## src/rtl/timer_arbiter_pkg.sv

```systemverilog
// Shared definitions for the round-robin timer arbiter: FSM encoding,
// default length limit and the length clamp helper.
package timer_arbiter_pkg;

    typedef enum logic [1:0] {
        ST_IDLE = 2'd0,
        ST_LOAD = 2'd1,
        ST_RUN  = 2'd2,
        ST_DONE = 2'd3
    } ta_state_e;

    localparam int unsigned TA_MAXLEN_DEFAULT = 9;

    // Requested lengths above the honoured maximum saturate rather than wrap.
    function automatic logic [3:0] clamp_len(input logic [3:0] len, input logic [3:0] max_len);
        logic [3:0] res;
        if (len > max_len) begin
            res = max_len;
        end else begin
            res = len;
        end
        return res;
    endfunction

endpackage

```

## src/rtl/timer_arbiter_count4.sv

```systemverilog
// Shared 4-bit counter: synchronous clear has priority over enable,
// otherwise the value holds.
module count4 (
    input  logic       clk,
    input  logic       r,
    input  logic       clr,
    input  logic       en,
    output logic [3:0] Q
);

    logic [3:0] cnt_q;
    logic [3:0] cnt_d;

    // Next count value.
    always_comb begin
        cnt_d = cnt_q;
        if (clr) begin
            cnt_d = 4'd0;
        end else if (en) begin
            cnt_d = cnt_q + 4'd1;
        end else begin
            cnt_d = cnt_q;
        end
    end

    // Count register.
    always_ff @(posedge clk or posedge r) begin
        if (r) begin
            cnt_q <= 4'd0;
        end else begin
            cnt_q <= cnt_d;
        end
    end

    assign Q = cnt_q;

endmodule

```

## src/rtl/timer_arbiter.sv

```systemverilog
// Two-requester round-robin arbiter for one shared up-counter; the winner's
// length is counted out and completion is signalled with a one-cycle pulse.
module timer_arbiter
    import timer_arbiter_pkg::*;
#(
    parameter int unsigned MAXLEN = TA_MAXLEN_DEFAULT
) (
    input  logic       clk,
    input  logic       r,
    input  logic       req0,
    input  logic       req1,
    input  logic [3:0] len0,
    input  logic [3:0] len1,
    output logic       gnt0,
    output logic       gnt1,
    output logic       done0,
    output logic       done1,
    output logic       busy,
    output logic [3:0] Q
);

    localparam logic [3:0] MAX_LEN4 = (MAXLEN > 15) ? 4'd15 : 4'(MAXLEN);

    ta_state_e  state_q, state_d;
    logic       ptr_q, ptr_d;
    logic       owner_q, owner_d;
    logic [3:0] len_q, len_d;
    logic       gnt0_q, gnt0_d;
    logic       gnt1_q, gnt1_d;
    logic       done0_q, done0_d;
    logic       done1_q, done1_d;
    logic       busy_q, busy_d;

    logic       cnt_clr_s;
    logic       cnt_en_s;
    logic [3:0] cnt_s;
    logic       owner_req_s;
    logic [3:0] owner_len_s;

    assign owner_req_s = owner_q ? req1 : req0;
    assign owner_len_s = owner_q ? len1 : len0;

    count4 u_count4 (
        .clk (clk),
        .r   (r),
        .clr (cnt_clr_s),
        .en  (cnt_en_s),
        .Q   (cnt_s)
    );

    // Next-state, arbitration and counter control.
    always_comb begin
        state_d   = state_q;
        ptr_d     = ptr_q;
        owner_d   = owner_q;
        len_d     = len_q;
        cnt_clr_s = 1'b0;
        cnt_en_s  = 1'b0;
        case (state_q)
            ST_IDLE: begin
                if (req0 || req1) begin
                    state_d = ST_LOAD;
                    if (req0 && req1) begin
                        owner_d = ptr_q;
                    end else if (req1) begin
                        owner_d = 1'b1;
                    end else begin
                        owner_d = 1'b0;
                    end
                end else begin
                    state_d = ST_IDLE;
                end
            end
            ST_LOAD: begin
                // An abort leaves the counter untouched.
                if (!owner_req_s) begin
                    state_d = ST_IDLE;
                    ptr_d   = ~owner_q;
                end else begin
                    len_d     = clamp_len(owner_len_s, MAX_LEN4);
                    cnt_clr_s = 1'b1;
                    state_d   = ST_RUN;
                end
            end
            ST_RUN: begin
                if (!owner_req_s) begin
                    state_d = ST_IDLE;
                    ptr_d   = ~owner_q;
                end else if (cnt_s == len_q) begin
                    state_d = ST_DONE;
                end else begin
                    cnt_en_s = 1'b1;
                end
            end
            ST_DONE: begin
                state_d = ST_IDLE;
                ptr_d   = ~owner_q;
            end
            default: begin
                state_d = ST_IDLE;
            end
        endcase
    end

    // Outputs are decoded from the next state so they register alongside it.
    always_comb begin
        busy_d  = (state_d != ST_IDLE);
        gnt0_d  = busy_d && !owner_d;
        gnt1_d  = busy_d && owner_d;
        done0_d = (state_d == ST_DONE) && !owner_d;
        done1_d = (state_d == ST_DONE) && owner_d;
    end

    // State, arbitration and output registers.
    always_ff @(posedge clk or posedge r) begin
        if (r) begin
            state_q <= ST_IDLE;
            ptr_q   <= 1'b0;
            owner_q <= 1'b0;
            len_q   <= 4'd0;
            gnt0_q  <= 1'b0;
            gnt1_q  <= 1'b0;
            done0_q <= 1'b0;
            done1_q <= 1'b0;
            busy_q  <= 1'b0;
        end else begin
            state_q <= state_d;
            ptr_q   <= ptr_d;
            owner_q <= owner_d;
            len_q   <= len_d;
            gnt0_q  <= gnt0_d;
            gnt1_q  <= gnt1_d;
            done0_q <= done0_d;
            done1_q <= done1_d;
            busy_q  <= busy_d;
        end
    end

    assign gnt0  = gnt0_q;
    assign gnt1  = gnt1_q;
    assign done0 = done0_q;
    assign done1 = done1_q;
    assign busy  = busy_q;
    assign Q     = cnt_s;

endmodule
```

## config.mk

```make
export PLATFORM = sky130hd
export DESIGN_NAME = timer_arbiter
export DESIGN_NICKNAME = d
export VERILOG_FILES = /design/src/rtl/timer_arbiter_pkg.sv /design/src/rtl/timer_arbiter_count4.sv /design/src/rtl/timer_arbiter.sv
export SDC_FILE = /design/constraint.sdc
export NUM_CORES = 1
export LEC_CHECK = 0
export CAP_MARGIN = 20
export CORE_ASPECT_RATIO = 1.5
export CORE_MARGIN = 2
export CORE_UTILIZATION = 42
export CTS_CLUSTER_DIAMETER = 100
export DETAILED_ROUTE_END_ITERATION = 7
export GPL_TIMING_DRIVEN = 0
export PLACE_DENSITY = 0.7
export SLEW_MARGIN = 25
export SYNTH_ARGS = -nofsm -noshare
export SYNTH_HDL_FRONTEND = slang
export SYNTH_HIERARCHICAL = 1
export SYNTH_SLANG_ARGS = --single-unit
export TNS_END_PERCENT = 10
```

## constraint.sdc

```tcl
create_clock -name clk -period 1.6 [get_ports clk]
set_input_delay 0.32 -clock clk [delete_from_list [all_inputs] [get_ports clk]]
set_output_delay 0.32 -clock clk [all_outputs]
set_load 0.01 [all_outputs]
```

==> results.ini <==
[placed_design]
portBuffers = 20
place.detailed.hpwl_um = 1544
gp_routability_congestion = 0.8007
dp_slack_ps = -439.4

[critical_path]
crit_required_ps = 1780
path_class = reg -> reg
endpoint_kind = register
startpoint = u_count4/Q[1]
startpoint_type = register
crit_end = u_count4/Q[3]
crit-reg2reg-launch = u_count4/Q[1]
cp_max_fo = 3
r2r_end = u_count4/Q[3]
arrival_ps = 1820
r2r_cells = 5
r2r_slack_ps = -40

[synthesis]
synth.avg_cell_area_um2 = 10.36
ys_warn_count = 6
synthAdderAreaFrac_pct = 7.792
synth_compound_gate_area_share_pct = 14.68
synth_xor_area_share_pct = 4.545
syn_inst = 93
yosysSeqAreaShare_pct = 44.16
synth_top_area_share_pct = 44.16
synth_nets = 111
synth_area_leaders = dfrtp_1 (44%), ha_1 (7.8%), nor2_1 (4.3%)
yosys.area_share.simple_pct = 17.40
synth_cell_type_count = 36
synth_top_family_by_area = simple AND/OR/NAND/NOR gates
muxShareOfSynthArea_pct = 8.182
async_flop_share_pct = 100.0
syn_area_um2 = 963.4
synthFlopType = dfrtp_1
ys_ff_latch = 17
synth-edff-count = 0
synth_top_area_cell = dfrtp_1

[timing]
fmax_mhz = 610.5
period_minus_slack_ps = 1638
rsz0062_at_grt = yes
drv_slew = 0
layout_setup_ws_ps = -38.00
hold_viol_final = 0
setup_violations = 3
slew_headroom_pct = 65.64
finClkSkew_ps = 2.353
tns_ps = -74.32
period_share_pct = 102.4
worstMarginPinSlew_ps = 514.8

[power_and_ir_drop]
p_int_w = 0.001205
p_seq_share_pct = 33.4
power_frac_comb_pct = 55.6
pwr-share-clk_pct = 11.0
vdd_drop_max_mv = 0.9166
p_leak_nw = 0.6374
p_sw_share_pct = 42.70
power_density_mw_per_mm2 = 1587
p_switching_w = 0.0008977

[outcome]
status = finished, violations left
violations = negative setup slack

[drt]
drtIter0Drc = 27
firstDrtPassIters = 4
ant_nets = 0
wl_per_cell_um = 15.79
routed_via_density = 5.568
wl_um = 2305
drc = 0
via_count = 813

[clock_tree]
cts_root_buffer = clkbuf_4
clock_latency_ps = 290
clk_path_buf_depth = 2
htree_num_levels = 1
cts_tree = done
cts_buffers = 3
cts_sinks = 17
hold_buffers = 0
clk_pin_slew_ps = 100

[cells_and_area]
nNetsFinal = 142
regArea_um2 = 430.4
drive_above_1_share_pct = 26.83
area_growth_syn_to_layout_pct = 37.53
multi_input_area_um2 = 556.8
fillerInstances = 209
n_antenna_cell = 0

[min_path]
hold_class = in -> async

[grt]
grt_pass1_vias = 893
grtUsageTotal_pct = 18.46
grt_max_degree = 14
grt_pass1_wl_um = 3829
overflow = 0
antenna_found_initial = 0

[floorplanning]
core_mm2 = 0.002207
start_util_pct = 43.65
die_area_mm2 = 0.002701
placementRows = 21
die_w_um = 43.11
pin_count = 21
die_y_um = 62.66

[job]
drv_cap = 0

cells in the mapped netlist (2+ instances only):
| library cell | instances |
|---|---|
| o31ai_1 | 2 |
| mux2_2 | 2 |
| nand2b_1 | 2 |
| nor2_1 | 11 |
| xor2_1 | 4 |
| inv_1 | 6 |
| mux2i_1 | 3 |
| and2_1 | 2 |
| a21oi_1 | 4 |
| nor3_1 | 3 |
| nand2_1 | 5 |
| dfrtp_1 | 17 |
| nor2b_1 | 2 |
| ha_1 | 6 |
| o21ai_1 | 2 |
| o21ai_0 | 2 |
area by class of cell:
cell class	count	area share, %
multi-input cells	68	42.02
flip-flops and latches	17	32.48
repair buffers	26	18.70
well taps	23	2.172
inverters	7	1.983
clock buffers	3	1.700
plain buffers	1	0.5666
clock inverters	1	0.3777
worst min path at each step:
| stage | startpoint | endpoint |
|---|---|---|
| detailed placement | len_q[2] | len_q[2] |
| CTS | r | u_count4/Q[1] |
| finish | r | u_count4/Q[1] |
| floorplan | r | u_count4/Q[1] |
| global route | r | u_count4/Q[1] |
| global placement | len_q[1] | len_q[1] |
flip-flops by register name, indices dropped and copies added, names as in the netlist:
signal and cells:
gnt0 1, state_q 2, u_count4/Q 4, done1 1, owner_q 1, done0 1, gnt1 1, busy 1
len_q 4, ptr_q 1
cells by family after synthesis:
logic type                 count (synthesis)
AOI/OAI and AO/OA                         19
xor gates and xnor gates                   5
adders and majority gates                  6
buffers and inverters                      8
DFF                                       17
muxes                                      7
and+or+nand+nor                           31
per-layer routing:
layer	global-route usage, %	up-vias	part of all wire, %
met3	1.734	6	2.8
met2	34.33	15	58
met4	9.848	0	1.9
met1	19.18	408	37
li1	-	384	-
met5	0	-	0
critical path, cell delays in order (launching register included):
cell and delay [ps]:
dfrtp_1 450, xor2_2 230, nor4_4 380, nor2_4 60, nand4_1 100, mux2_4 310
through the flow:
step	instance area (um2)	util [%]	hold WS (ps)	total power (W)	instances
floorplan	967.2	-	86.01	0.001388	93
global placement	1196	54.20	497.9	0.001647	136
detailed placement	1196	54.20	498.6	0.001686	136
CTS	1285	58.22	231.1	0.002039	145
global route	1325	60.03	243.7	0.002273	146
finish	1325	60.03	228.7	0.002102	146
what timing repair did:
action | in CTS | in global routing
pin swaps | 2 | 5
endpoints found under the hold margin | 0 | 0
endpoints found under the setup margin | 6 | 11
resized for setup | 8 | 9
setup buffers | 5 | 1
cloned | 0 | 0
placed cells by master (no fill, tap or decap), types with 2 or more instances in the layout:
| cell type | Yosys | layout |
|---|---|---|
| clkbuf_4 | 0 | 4 |
| clkdlybuf4s50_1 | 0 | 16 |
| xor2_1 | 4 | 2 |
| nand2b_1 | 2 | 2 |
| dfrtp_1 | 17 | 13 |
| a21oi_1 | 4 | 3 |
| o21ai_0 | 2 | 2 |
| and2_1 | 2 | 2 |
| o21ai_1 | 2 | 2 |
| dfrtp_2 | 0 | 4 |
| dlygate4sd2_1 | 0 | 2 |
| o31ai_1 | 2 | 2 |
| buf_4 | 0 | 6 |
| nor3_1 | 3 | 3 |
| nand2_1 | 5 | 5 |
| nor2b_1 | 2 | 2 |
| ha_1 | 6 | 6 |
| xor2_2 | 0 | 2 |
| mux2i_1 | 3 | 2 |
| dlymetal6s2s_1 | 0 | 2 |
| inv_2 | 1 | 2 |
| nor2_1 | 11 | 10 |
| inv_1 | 6 | 5 |
| mux2_4 | 1 | 2 |
power groups by stage:
stage	registers [W]	logic [W]	clock network, W
after floorplan	0.000696	0.000692	0
after global placement	0.000699	0.000948	0
after detailed placement	0.000703	0.000983	0
after CTS	0.000700	0.00110	0.000239
after global routing	0.000724	0.00130	0.000249
final	0.000703	0.00117	0.000232
(Power assumes the default switching activity.)
